**src/rtl/alu_result_accumulator.sv**
```systemverilog
`default_nettype none
// ============================================================================
// Module   : alu_result_accumulator
// Brief    : Batches COUNT signed ALU results into saturated sum, min, max and
//            sticky saturation flag, presented through a valid/ready handshake.
// Revision : 1.0 - initial release
// ============================================================================
module alu_result_accumulator #(
    parameter int DATA_W = 16,
    parameter int ACC_W  = 20,
    parameter int COUNT  = 4
) (
    input  logic              clk,
    input  logic              rst_n,
    input  logic              clear,
    input  logic              in_valid,
    output logic              in_ready,
    input  logic [DATA_W-1:0] in_data,
    output logic              out_valid,
    input  logic              out_ready,
    output logic [ACC_W-1:0]  out_sum,
    output logic [DATA_W-1:0] out_min,
    output logic [DATA_W-1:0] out_max,
    output logic              out_sat
);

    localparam int CNT_W = $clog2(COUNT) + 1;
    localparam logic [CNT_W-1:0]        C_LAST    = CNT_W'(COUNT - 1);
    localparam logic signed [ACC_W-1:0] C_SUM_MAX = {1'b0, {(ACC_W-1){1'b1}}};
    localparam logic signed [ACC_W-1:0] C_SUM_MIN = {1'b1, {(ACC_W-1){1'b0}}};

    typedef enum logic [0:0] {
        ST_ACCUM = 1'b0,
        ST_HOLD  = 1'b1
    } state_t;

    state_t r_state;
    state_t w_state_nxt;

    logic [CNT_W-1:0]         r_count;
    logic signed [ACC_W-1:0]  r_sum;
    logic signed [DATA_W-1:0] r_min;
    logic signed [DATA_W-1:0] r_max;
    logic                     r_sat;

    logic [ACC_W-1:0]  r_out_sum;
    logic [DATA_W-1:0] r_out_min;
    logic [DATA_W-1:0] r_out_max;
    logic              r_out_sat;

    logic                     w_accept;
    logic                     w_first;
    logic                     w_last;
    logic signed [DATA_W-1:0] w_din;
    logic signed [ACC_W-1:0]  w_ext;
    logic signed [ACC_W-1:0]  w_base;
    logic signed [ACC_W:0]    w_wide;
    logic                     w_ovf;
    logic signed [ACC_W-1:0]  w_sum_nxt;
    logic                     w_sat_nxt;
    logic signed [DATA_W-1:0] w_min_nxt;
    logic signed [DATA_W-1:0] w_max_nxt;

    assign in_ready  = (r_state == ST_ACCUM);
    assign out_valid = (r_state == ST_HOLD);

    assign w_accept = in_ready & in_valid;
    assign w_first  = (r_count == '0);
    assign w_last   = (r_count == C_LAST);
    assign w_din    = $signed(in_data);
    assign w_ext    = ACC_W'(w_din);

    // One guard bit above the accumulator exposes signed overflow for clamping.
    assign w_base    = w_first ? '0 : r_sum;
    assign w_wide    = (ACC_W+1)'(w_base) + (ACC_W+1)'(w_ext);
    assign w_ovf     = w_wide[ACC_W] ^ w_wide[ACC_W-1];
    assign w_sum_nxt = !w_ovf ? w_wide[ACC_W-1:0]
                              : (w_wide[ACC_W] ? C_SUM_MIN : C_SUM_MAX);
    assign w_sat_nxt = (!w_first & r_sat) | w_ovf;
    assign w_min_nxt = (w_first || (w_din < r_min)) ? w_din : r_min;
    assign w_max_nxt = (w_first || (w_din > r_max)) ? w_din : r_max;

    always_ff @(posedge clk or negedge rst_n) begin
        if (!rst_n) begin
            r_state <= ST_ACCUM;
        end else begin
            r_state <= w_state_nxt;
        end
    end

    always_comb begin
        w_state_nxt = r_state;
        if (clear) begin
            w_state_nxt = ST_ACCUM;
        end else begin
            case (r_state)
                ST_ACCUM: if (w_accept && w_last) w_state_nxt = ST_HOLD;
                ST_HOLD:  if (out_ready)          w_state_nxt = ST_ACCUM;
                default:  w_state_nxt = ST_ACCUM;
            endcase
        end
    end

    always_ff @(posedge clk or negedge rst_n) begin
        if (!rst_n) begin
            r_count   <= '0;
            r_sum     <= '0;
            r_min     <= '0;
            r_max     <= '0;
            r_sat     <= 1'b0;
            r_out_sum <= '0;
            r_out_min <= '0;
            r_out_max <= '0;
            r_out_sat <= 1'b0;
        end else if (clear) begin
            r_count   <= '0;
            r_sum     <= '0;
            r_min     <= '0;
            r_max     <= '0;
            r_sat     <= 1'b0;
            r_out_sum <= '0;
            r_out_min <= '0;
            r_out_max <= '0;
            r_out_sat <= 1'b0;
        end else if (w_accept) begin
            if (w_last) begin
                r_out_sum <= w_sum_nxt;
                r_out_min <= w_min_nxt;
                r_out_max <= w_max_nxt;
                r_out_sat <= w_sat_nxt;
                r_count   <= '0;
                r_sum     <= '0;
                r_min     <= '0;
                r_max     <= '0;
                r_sat     <= 1'b0;
            end else begin
                r_count <= r_count + CNT_W'(1);
                r_sum   <= w_sum_nxt;
                r_min   <= w_min_nxt;
                r_max   <= w_max_nxt;
                r_sat   <= w_sat_nxt;
            end
        end
    end

    assign out_sum = r_out_sum;
    assign out_min = r_out_min;
    assign out_max = r_out_max;
    assign out_sat = r_out_sat;

endmodule
`default_nettype wire
```
**config.mk**
```make
export PLATFORM = sky130hd
export DESIGN_NAME = alu_result_accumulator
export DESIGN_NICKNAME = d
export VERILOG_FILES = /design/src/rtl/alu_result_accumulator.sv
export SDC_FILE = /design/constraint.sdc
export NUM_CORES = 1
export LEC_CHECK = 0
export ABC_AREA = 1
export BUFFER_PORTS_ARGS = -buffer_cell sky130_fd_sc_hd__buf_2
export CORE_UTILIZATION = 40
export DETAILED_ROUTE_END_ITERATION = 7
export GPL_TIMING_DRIVEN = 0
export SKIP_CTS_REPAIR_TIMING = 1
export SYNTH_ARGS = -nofsm -noshare
export SYNTH_HDL_FRONTEND = slang
export SYNTH_SLANG_ARGS = --single-unit
```
**constraint.sdc**
```tcl
create_clock -name clk -period 8.55 [get_ports clk]
set_input_delay 0.855 -clock clk [delete_from_list [all_inputs] [get_ports clk]]
set_output_delay 0.855 -clock clk [all_outputs]
set_load 0.05 [all_outputs]
```
# == Yosys cells after proc, flatten, opt, wreduce, memory -nomap -nowiden ==
# Cells that the tools add are included.
# totals
regBits,110
input_bits,21
# op_classes
add_sub_neg,2
n_lt_le_gt_ge,2
eq_ne,1
mux,36
bitwise,5
reduce_logical,8
# ops
cell,count
$mux 16,14
$mux 20,9
$add 20x16->21,1
$gt 16x16->1,1
$lt 16x16->1,1
$mux 1,9
$mux 3,3
$reduce_bool 2->1,2
$add 3x1->3 const B,1
$eq 3x2->1 const B,1
$logic_not 3->1,1
$and 1x1->1,2
$logic_or 1x1->1,2
$pmux 1 s2,1
$reduce_and 2->1,1
$logic_and 1x1->1,1
$logic_not 1->1,1
$not 1->1,1
$or 1x1->1,1
$xor 1x1->1,1

# == Longest topological paths before layout ==
# Gate-level depths: netlist (run 1).
# logic_depth
depth_word,8
ltp_mapped,22
mapped_depth_nobuf,20

# == Worst setup path before layout (run 1) ==
# OpenSTA, ideal clock, no wires.
# synth_path
path_kind,register -> register
startpoint,register r_count[0]
endpoint,register r_sum[11]
setup_time_ns,0.066
arrival_time_ns,2.874
required_ns,8.484
path_slack_ns,5.610
stages_incl_launch_ff,20
period_less_slack_ns,2.940
cell_sequence,dfrtp_1 -> inv_1 -> ha_1 -> nand2_1 -> inv_1 -> clkbuf_1 -> nor2_1 -> ha_1 -> fa_1 -> nand3_1 -> nand2_1 -> nand3_1 -> nand3_1 -> nand2_1 -> nand2_2 -> a21oi_2 -> buf_6 -> buf_6 -> nand3_1 -> nand2_1
# synth_via
elab_chain_len,8
word_cells_on_any_way,10
cone_classes,add/sub: 1; eq/ne: 1; mux: 6; bitwise: 1; reduce/logical: 1
# synth_lines
element,line_no,source
start: declaration,40,logic [CNT_W-1:0] r_count;
start signal: assignment,137,r_count <= r_count + CNT_W'(1);
$logic_not 3->1,68,assign w_first = (r_count == '0);
$mux 20,74,assign w_base = w_first ? '0 : r_sum;
$add 20x16->21,75,assign w_wide = (ACC_W+1)'(w_base) + (ACC_W+1)'(w_ext);
$mux 20 / $xor 1x1->1 (equally long branches),"78, 76",
$mux 20,77,assign w_sum_nxt = !w_ovf ? w_wide[ACC_W-1:0]
$mux 20 *,126,if (w_last) begin
$mux 20 *,125,end else if (w_accept) begin
$mux 20 *,115,end else if (clear) begin
end signal: assignment,138,r_sum <= w_sum_nxt;
end: declaration,41,logic signed [ACC_W-1:0] r_sum;
# Every way passes the cells marked *; elsewhere a longest branch is shown, timed or not. The select of a mux whose other input is x is not followed.
# A chain may end at the register's enable or synchronous reset.

# == Worst setup path in the final report (run 1) ==
# Same ends and word-level chain as after synthesis.

==> results of run 1 <==
[logic make-up (layout without fill, tap and decap cells)]
family          after synthesis  in the layout  synth area share
fa+ha+maj                    54             54            0.0946
flops                       110            110             0.381
simple gates                616            616             0.377
buf+inv                     160            251            0.0882
xor+xnor                     15             15            0.0182
compound gates               55             55            0.0412
[per-stage QoR]
stage	area (µm²)	hold WS, ps	worst slack (ps)
detailed placement	7910	461	4710
global route	8210	461	4260
finish	8210	421	4660
CTS	8210	438	4680
global placement	7880	458	4730
floorplan	7220	449	5610
[routing by layer]
| metal | share of wire | vias up | track usage |
|---|---|---|---|
| li1 | - | 3476 | - |
| met1 | 0.50 | 3133 | 0.363 |
| met2 | 0.42 | 216 | 0.356 |
| met3 | 0.063 | 28 | 0.0365 |
| met4 | 0.021 | 0 | 0.0815 |
| met5 | 0 | - | 0 |
[how the worst min path moves through the flow]
stage / from / endpoint / slack (ps)
after floorplan: r_sum[0] / r_sum[0] / 450
after global placement: out_max[9] / out_max[9] / 460
after detailed placement: out_sum[6] / out_sum[6] / 460
after CTS: rst_n / out_max[5] / 440
after global routing: rst_n / out_max[5] / 460
final: rst_n / out_sum[19] / 420
[registers in the layout (all words and copies together) (netlist names), 3 cells and up]
name and cells:
out_max 16, r_max 16, out_min 16, out_sum 20, r_sum 20, r_count 3
r_min 16
[critical path, stage by stage (launching register included)]
cell	delay [ps]
dfrtp_1	390
inv_1	90
ha_1	140
nand2_1	310
inv_1	160
clkbuf_1	370
nor2_1	80
ha_1	260
fa_1	470
nand3_1	100
nand2_1	170
nand3_1	190
nand3_1	130
nand2_1	110
nand2_2	80
a21oi_2	280
buf_6	190
buf_6	150
nand3_1	80
nand2_1	80
[area by class of cell]
class	count	area, µm²
clock buffers	9	225
plain buffers	44	201
clock inverters	6	68.8
inverters	116	435
fillers	1813	9270
well taps	225	282
multi-input cells	740	3830
repair buffers	76	409
flip-flops and latches	110	2750
[Yosys cell counts (all sizes together), types with 3 or more instances]
library cell and count:
nor2 57, buf 14, clkbuf 30, xor2 3, xnor2 12, inv 115
ha 53, dfrtp 110, o21ai 14, nand4 90, nor3 5, nand3b 3
nand3 94, nand2 366, o21a 3, a21oi 33
[where the power goes]
| part | leakage, nW | switching, mW | internal [mW] | total, mW |
|---|---|---|---|---|
| combinational | 2.99 | 0.814 | 0.310 | 1.12 |
| clock | 0.143 | 0.209 | 0.229 | 0.438 |
| sequential | 1.43 | 0.0706 | 0.653 | 0.723 |
[cell usage in the layout (no fill, tap or decap), drive strengths merged, types with 33 or more instances in the layout]
cell type    n
inv        118
dfrtp      110
nor2        57
ha          53
nand3       94
nand4       90
clkbuf      39
a21oi       33
buf         90
nand2      366
==> flow_summary.yaml, run 1 <==
timing:
  worst_pin_slew_ps: 1030
  rsz0062_at_grt: "no"
  setup_violations: 0
  relSlewSlack: 0.310
  slew_violations: 0
  tns_ps: 0
  finalCriticalPeriod_ps: 3890
  period_share: 0.455
  max_freq_mhz: 257
  hold_viol: 0
  clock_skew_ps: 9.11
drt:
  first_pass_iters: 5
  wl_per_cell_um: 16.3
  wirelength_mm: 21.6
  drt_iter0_drc: 527
  viasPerCell: 5.17
  vias: 6853
  drtAntennaViolNets: 0
  drc: 0
grt:
  gr-total-overflow: 0
  grt_max_degree: 66
  grt_pass1_wl_mm: 34.2
  antenna_found_initial: 0
  grt_pass1_vias: 6385
  track_usage: 0.244
floorplan:
  ios: 76
  start_util: 0.413
  dieArea_mm2: 0.0186
  die_w_um: 136
  coreArea_mm2: 0.0175
  placementRows: 48
  die_height_um: 136
logic_synthesis:
  synth_top_area_share: 0.381
  synth_area_leader_cell: "dfrtp_1"
  syn-cell-area_mm2: 0.00722
  synthFlopType: "dfrtp_1"
  synth-edff-count: 0
  synth.area.top_cells: "dfrtp_1 38%, nand2_1 19%, ha_1 9.2%"
  ys_seq_elements: 110
  yosysUniqueCellTypes: 34
  postSynthCellCount: 1010
  seq_area_frac_synth: 0.381
  syn_area_per_cell_um2: 7.15
  yosys_warnings: 0
  async_flop_share: 1.00
  syn_nets: 1085
placement:
  hpwl_mm: 16.5
  place.gp.congestion: 0.889
  port-buffer-count: 75
  dp_cells: 1311
clocking:
  cts_tree: "built"
  htree_num_levels: 3
  clk_pin_slew_worst_paths_ps: 80
  clock_sinks: 110
  cts_root_buffer: "clkbuf_16"
  clk_latency_ps: 360
  ctsLongestPathBuffers: 2
  cts_made_buffers: 9
pwr:
  power.density_mw_per_mm2: 279
  p_leak_nw: 4.57
  finalPower_mw: 2.29
  vdd_drop_max_uv: 183
critical_path:
  required_ps: 8860
  crit_arrival_ps: 4200
  crit_start: "r_count[0]"
  r2r_setup_slack_ps: 4660
  timing.rr.start: "r_count[0]"
  ff2ff_path_depth: 19
  crit_path_end_kind: "register"
  crit_end: "r_sum[11]"
  path_class: "register to register"
  cp-start-kind: "register"
  crit_fanout: 10
  worstReg2RegEnd: "r_sum[11]"
worst_hold_path:
  hold_path.class: "primary input to asynchronous set/reset pin"
job:
  max-cap-violations: 0
status:
  status: "finished clean"
final_layout:
  diodes: 0
  drive_gt1_frac: 0.104
  syn_to_final_growth_pct: 13.6
  fin_cells: 1326
  utilization: 0.470
  nNetsFinal: 1172
Power figures use the tool's default switching activity.
==> run 2, diff against run 1 <==
--- a/config.mk
+++ b/config.mk
@@ -5,7 +5,7 @@
 export SDC_FILE = /design/constraint.sdc
 export NUM_CORES = 1
 export LEC_CHECK = 0
-export ABC_AREA = 1
+export ABC_AREA = 0
 export BUFFER_PORTS_ARGS = -buffer_cell sky130_fd_sc_hd__buf_2
 export CORE_UTILIZATION = 40
 export DETAILED_ROUTE_END_ITERATION = 7
==> constraint.sdc (replaced) <==
create_clock -name clk -period 3.5 [get_ports clk]
set_input_delay 0.35 -clock clk [delete_from_list [all_inputs] [get_ports clk]]
set_output_delay 0.35 -clock clk [all_outputs]
set_load 0.05 [all_outputs]
==> run 2 against run 1 <==
Die area is 3.6% lower. Largest cell class unchanged. Count of clock-buffer cells in the layout rose by 1. First-iteration DRC count is 34% lower. Worst setup slack got worse by 4600 ps. Global-route usage is 1.4 points lower.
==> flow_summary.yaml, run 2 <==
timing:
  hold_viol: 0
  slew_violations: 0
  rsz0062_at_grt: "yes"
  setup_violations: 0
  worst_pin_slew_ps: 867
  clock_skew_ps: 9.19
  relSlewSlack: 0.419
  timing.hold.ws_ps: 32.8
  max_freq_mhz: 287
  setup_slack_ps: 21.1
  finalCriticalPeriod_ps: 3480
  period_share: 0.994
logic_synthesis:
  synth_area_leader_cell: "dfrtp_1"
  synthTopCellsByCount: "110 x dfrtp_1, 91 x o21ai_0, 76 x a21oi_1"
  yosys_warnings: 0
  ys_seq_elements: 110
  synth-edff-count: 0
  seq_area_frac_synth: 0.396
  synth_top_area_share: 0.396
  synthFlopType: "dfrtp_1"
  synth.area.top_cells: "dfrtp_1 40%, ha_1 9.5%, o21ai_0 6.5%"
  syn-cell-area_mm2: 0.00695
  yosysUniqueCellTypes: 66
  syn_nets: 805
  postSynthCellCount: 730
  yosysMostFrequentCell: "dfrtp_1"
  syn_area_per_cell_um2: 9.53
  async_flop_share: 1.00
grt:
  grt_max_degree: 59
  antenna_found_initial: 0
  grt_pass1_vias: 6084
  track_usage: 0.230
  grt_pass1_wl_mm: 31.9
  gr-total-overflow: 0
final_layout:
  final_cell_mix: "110 x dfrtp_1, 82 x buf_2, 74 x a21oi_1, 74 x o21ai_0, 46 x ha_1"
  multi_input_area_mm2: 0.00401
  diodes: 0
  drive_gt1_frac: 0.222
  n_fill_cell: 1575
  regArea_mm2: 0.00275
  nNetsFinal: 908
  utilization: 0.496
  syn_to_final_growth_pct: 19.5
  final_common_cell: "dfrtp_1"
floorplan:
  placementRows: 47
  die_w_um: 134
  die_height_um: 134
  start_util: 0.415
  ios: 76
  dieArea_mm2: 0.0179
  coreArea_mm2: 0.0168
clocking:
  cts_made_buffers: 9
  ctsLongestPathBuffers: 2
  clk_pin_slew_worst_paths_ps: 80
  htree_num_levels: 3
  cts_tree: "built"
  clk_latency_ps: 360
  cts_root_buffer: "clkbuf_16"
  clock_sinks: 110
drt:
  drt_iter0_drc: 347
  wl_per_cell_um: 19.4
  drtAntennaViolNets: 0
  first_pass_iters: 5
  drc: 0
  wirelength_mm: 20.5
  viasPerCell: 5.75
  vias: 6080
critical_path:
  cp_slowest_cell: "a221o_2"
  critPathTopFamily: "compound AO/OA/AOI/OAI gates"
  r2r_setup_slack_ps: 20
  crit_arrival_ps: 3770
  crit_fanout: 5
  path_common_cell: "buf_6"
  cp-start-kind: "register"
  crit_buf_inv: 5
  path_class: "register to register"
  ff2ff_path_depth: 17
  timing.rr.start: "r_count[1]"
  crit_path_end_kind: "register"
  critPathMaxStageDelay_ps: 430
  crit_chain: "inv_2 -> ha_4 -> nand2b_4 -> buf_6 -> and2_4 -> ha_4 -> fa_2 -> a21o_1 -> a221o_2 -> a22oi_4 -> buf_12 -> buf_6 -> buf_6 -> nor3_2 -> a311oi_2 -> o21ai_1 -> a21oi_1"
  required_ps: 3790
  worstReg2RegEnd: "out_sum[14]"
status:
  status: "finished clean"
placement:
  pre_cts_ws_ps: -544
  hpwl_mm: 15.1
  place.gp.congestion: 0.860
  port-buffer-count: 75
pwr:
  power.density_mw_per_mm2: 408
  vdd_drop_max_uv: 270
  p_leak_nw: 3.93
job:
  max-cap-violations: 0
worst_hold_path:
  hold_path.class: "primary input to asynchronous set/reset pin"
run 2: changes by cell type after synthesis, sizes merged, moves of 10 or more:
cell,previous run,this run
a21o,1,13
maj3,0,10
nand4,90,7
nand3,94,14
and2,1,21
inv,115,46
nand2,366,23
nor2,57,33
o21ai,14,96
a22o,0,42
mux2i,0,33
a21oi,33,79
run 2: cell type report:
| class | count | share of cell area |
|---|---|---|
| buffer | 45 | 0.0312 |
| clock buffer | 10 | 0.0288 |
| clock inverter | 6 | 0.00738 |
| inverter | 46 | 0.0208 |
| multi-input combinational | 530 | 0.483 |
| sequential | 110 | 0.331 |
| tap | 220 | 0.0331 |
| timing repair buffer | 91 | 0.0649 |
run 2: routing by layer:
metal,vias to the layer above,wire length [µm],GRT usage
met2,149,10100,0.389
met4,0,388,0.0764
met3,28,856,0.0389
li1,2887,-,-
met1,3016,9210,0.297
met5,-,0,0
run 2: worst reg2reg max path, cell delays in order (launching register included):
cell	delay [ps]
dfrtp_1	400
inv_2	80
ha_4	150
nand2b_4	90
buf_6	150
and2_4	140
ha_4	160
fa_2	360
a21o_1	210
a221o_2	430
a22oi_4	190
buf_12	150
buf_6	100
buf_6	80
nor3_2	30
a311oi_2	330
o21ai_1	160
a21oi_1	190
run 2: how the worst max path moves through the flow:
stage	end	cells past startpoint	startpoint	slack [ps]
after floorplan	r_sum[3]	14	r_count[0]	170
after global placement	out_sum[13]	15	r_count[0]	-540
after detailed placement	out_sum[13]	15	r_count[0]	-540
after CTS	out_sum[13]	15	r_count[0]	-570
after global routing	out_sum[14]	17	r_count[1]	-70
final	out_sum[14]	17	r_count[1]	20
run 2: cells by family (layout without fill, tap and decap cells):
family                   count (synthesis)  after routing  synth area share
AO/OA/AOI/OAI                          281            282             0.265
XOR/XNOR                                14             14            0.0176
buffers and inverters                   91            198            0.0569
flip-flops                             110            110             0.396
adder cells (fa/ha/maj)                 64             64             0.114
AND/OR/NAND/NOR                        136            136             0.102
multiplexers                            34             34            0.0491
run 2: through the flow:
stage | power [mW] | TNS (ps) | instance area (µm²) | instances
floorplan | 2.00 | 0 | 6950 | 730
global placement | 2.24 | -14740 | 7600 | 1025
detailed placement | 2.26 | -16030 | 7630 | 1026
CTS | 3.31 | -16820 | 7940 | 1042
global route | 3.55 | -592 | 8310 | 1058
finish | 3.39 | 0 | 8310 | 1058
run 2: where the power goes:
group	leakage [nW]	total [mW]	internal [mW]	switching, mW
combinational	2.28	0.951	0.373	0.578
sequential	1.50	1.39	1.34	0.0484
clock	0.145	1.05	0.522	0.524
==> run 3, diff against run 2 <==
--- a/config.mk
+++ b/config.mk
@@ -9,8 +9,8 @@
 export BUFFER_PORTS_ARGS = -buffer_cell sky130_fd_sc_hd__buf_2
 export CORE_UTILIZATION = 40
 export DETAILED_ROUTE_END_ITERATION = 7
-export GPL_TIMING_DRIVEN = 0
 export SKIP_CTS_REPAIR_TIMING = 1
+export SKIP_LAST_GASP = 1
 export SYNTH_ARGS = -nofsm -noshare
 export SYNTH_HDL_FRONTEND = slang
 export SYNTH_SLANG_ARGS = --single-unit
==> run 3 against run 2 <==
Register-to-register slack gained 130 ps. Via count decreased by 1.9%. Global-route usage is 0.50 points lower. First-iteration DRC count rose by 2.0%.
==> flow_summary.yaml, run 3 (synthesized netlist as in run 2, its figures left out) <==
placement:
  place.gp.congestion: 0.908
  hpwl_mm: 13.9
  port-buffer-count: 75
  pre_cts_ws_ps: 67.5
  dp_cells: 1013
timing:
  setup_slack_ps: 155
  finalCriticalPeriod_ps: 3340
  hold_viol: 0
  rsz0062_at_grt: "no"
  clock_skew_ps: 9.55
  slew_violations: 0
  max_freq_mhz: 299
  tns_ps: 0
  setup_violations: 0
  period_share: 0.956
  relSlewSlack: 0.326
  worst_pin_slew_ps: 1010
final_layout:
  drive_gt1_frac: 0.207
  nNetsFinal: 883
  multi_input_area_mm2: 0.00391
  final_common_cell: "dfrtp_1"
  syn_to_final_growth_pct: 16.9
  n_fill_cell: 1569
  diodes: 0
  regArea_mm2: 0.00275
  fin_cells: 1033
  final_cell_mix: "110 x dfrtp_1, 89 x o21ai_0, 75 x a21oi_1"
drt:
  vias: 5966
  drc: 0
  drt_iter0_drc: 354
  drtAntennaViolNets: 0
  viasPerCell: 5.78
  wirelength_mm: 19.3
  first_pass_iters: 5
  wl_per_cell_um: 18.7
floorplan:
  ios: 76
  dieArea_mm2: 0.0179
  placementRows: 47
  die_w_um: 134
  die_height_um: 134
  coreArea_mm2: 0.0168
  start_util: 0.415
grt:
  gr-total-overflow: 0
  grt_pass1_vias: 5960
  antenna_found_initial: 0
  track_usage: 0.225
  grt_max_degree: 74
  grt_pass1_wl_mm: 31.6
critical_path:
  crit_arrival_ps: 3600
  cp-start-kind: "register"
  ff2ff_path_depth: 14
  required_ps: 3750
  crit_path_end_kind: "register"
  worstReg2RegEnd: "r_sum[18]"
  path_class: "register to register"
  timing.rr.start: "r_count[0]"
  crit_fanout: 9
  r2r_setup_slack_ps: 160
clocking:
  clock_sinks: 110
  clk_latency_ps: 360
  clk_pin_slew_worst_paths_ps: 80
  cts_made_buffers: 9
  cts_root_buffer: "clkbuf_16"
  cts_tree: "built"
  ctsLongestPathBuffers: 2
  htree_num_levels: 3
job:
  max-cap-violations: 0
pwr:
  vdd_drop_max_uv: 254
  power.density_mw_per_mm2: 423
  p_leak_nw: 3.86
status:
  status: "finished clean"
worst_hold_path:
  hold_path.class: "primary input to asynchronous set/reset pin"
run 3: worst max path at each step:
stage	start	to
global placement	r_count[0]	r_sum[18]
global route	r_count[1]	r_sum[18]
detailed placement	r_count[0]	r_sum[18]
floorplan	r_count[0]	r_sum[3]
finish	r_count[0]	r_sum[18]
CTS	r_count[0]	r_sum[17]
run 3: worst max-delay path: stages (launching register included):
cell and delay (ps):
dfrtp_1 410, inv_1 100, ha_4 150, nand2b_4 70
buf_4 170, and2_1 190, fa_2 380, a21o_1 190
a221o_1 370, a22oi_4 240, buf_6 150, a21oi_1 70
xor2_1 160, maj3_1 370, a22o_1 210
run 3: final cells by class:
type                    count  area share
clock inverters             5      0.0108
repair buffers            112      0.0846
flip-flops and latches    110       0.339
multi-input cells         529       0.481
well taps                 220      0.0339
clock buffers              11      0.0299
inverters                  46      0.0212
run 3: power by group:
part	total, mW	switching, mW	internal [mW]
sequential	1.39	0.0498	1.34
clock	1.15	0.498	0.656
combinational	0.895	0.538	0.357
total	3.44	1.09	2.35
run 3: routing by layer:
metal	vias up	share of wire	track usage
met1	2950	0.45	0.294
li1	2824	-	-
met3	33	0.045	0.0370
met5	-	0	0
met2	159	0.48	0.373
met4	0	0.023	0.0833
run 3: per-stage QoR:
step / power, mW / hold slack (ps) / utilization / area [µm²]
6_report: 3.44 / 14.8 / 0.485 / 8130
3_5_place_dp: 2.27 / 440 / 0.458 / 7670
5_1_grt: 3.62 / 72.6 / 0.485 / 8130
2_1_floorplan: 2.00 / 54.4 / - / 6950
3_3_place_gp: 2.25 / 440 / 0.458 / 7670
4_1_cts: 3.43 / 49.3 / 0.477 / 8000
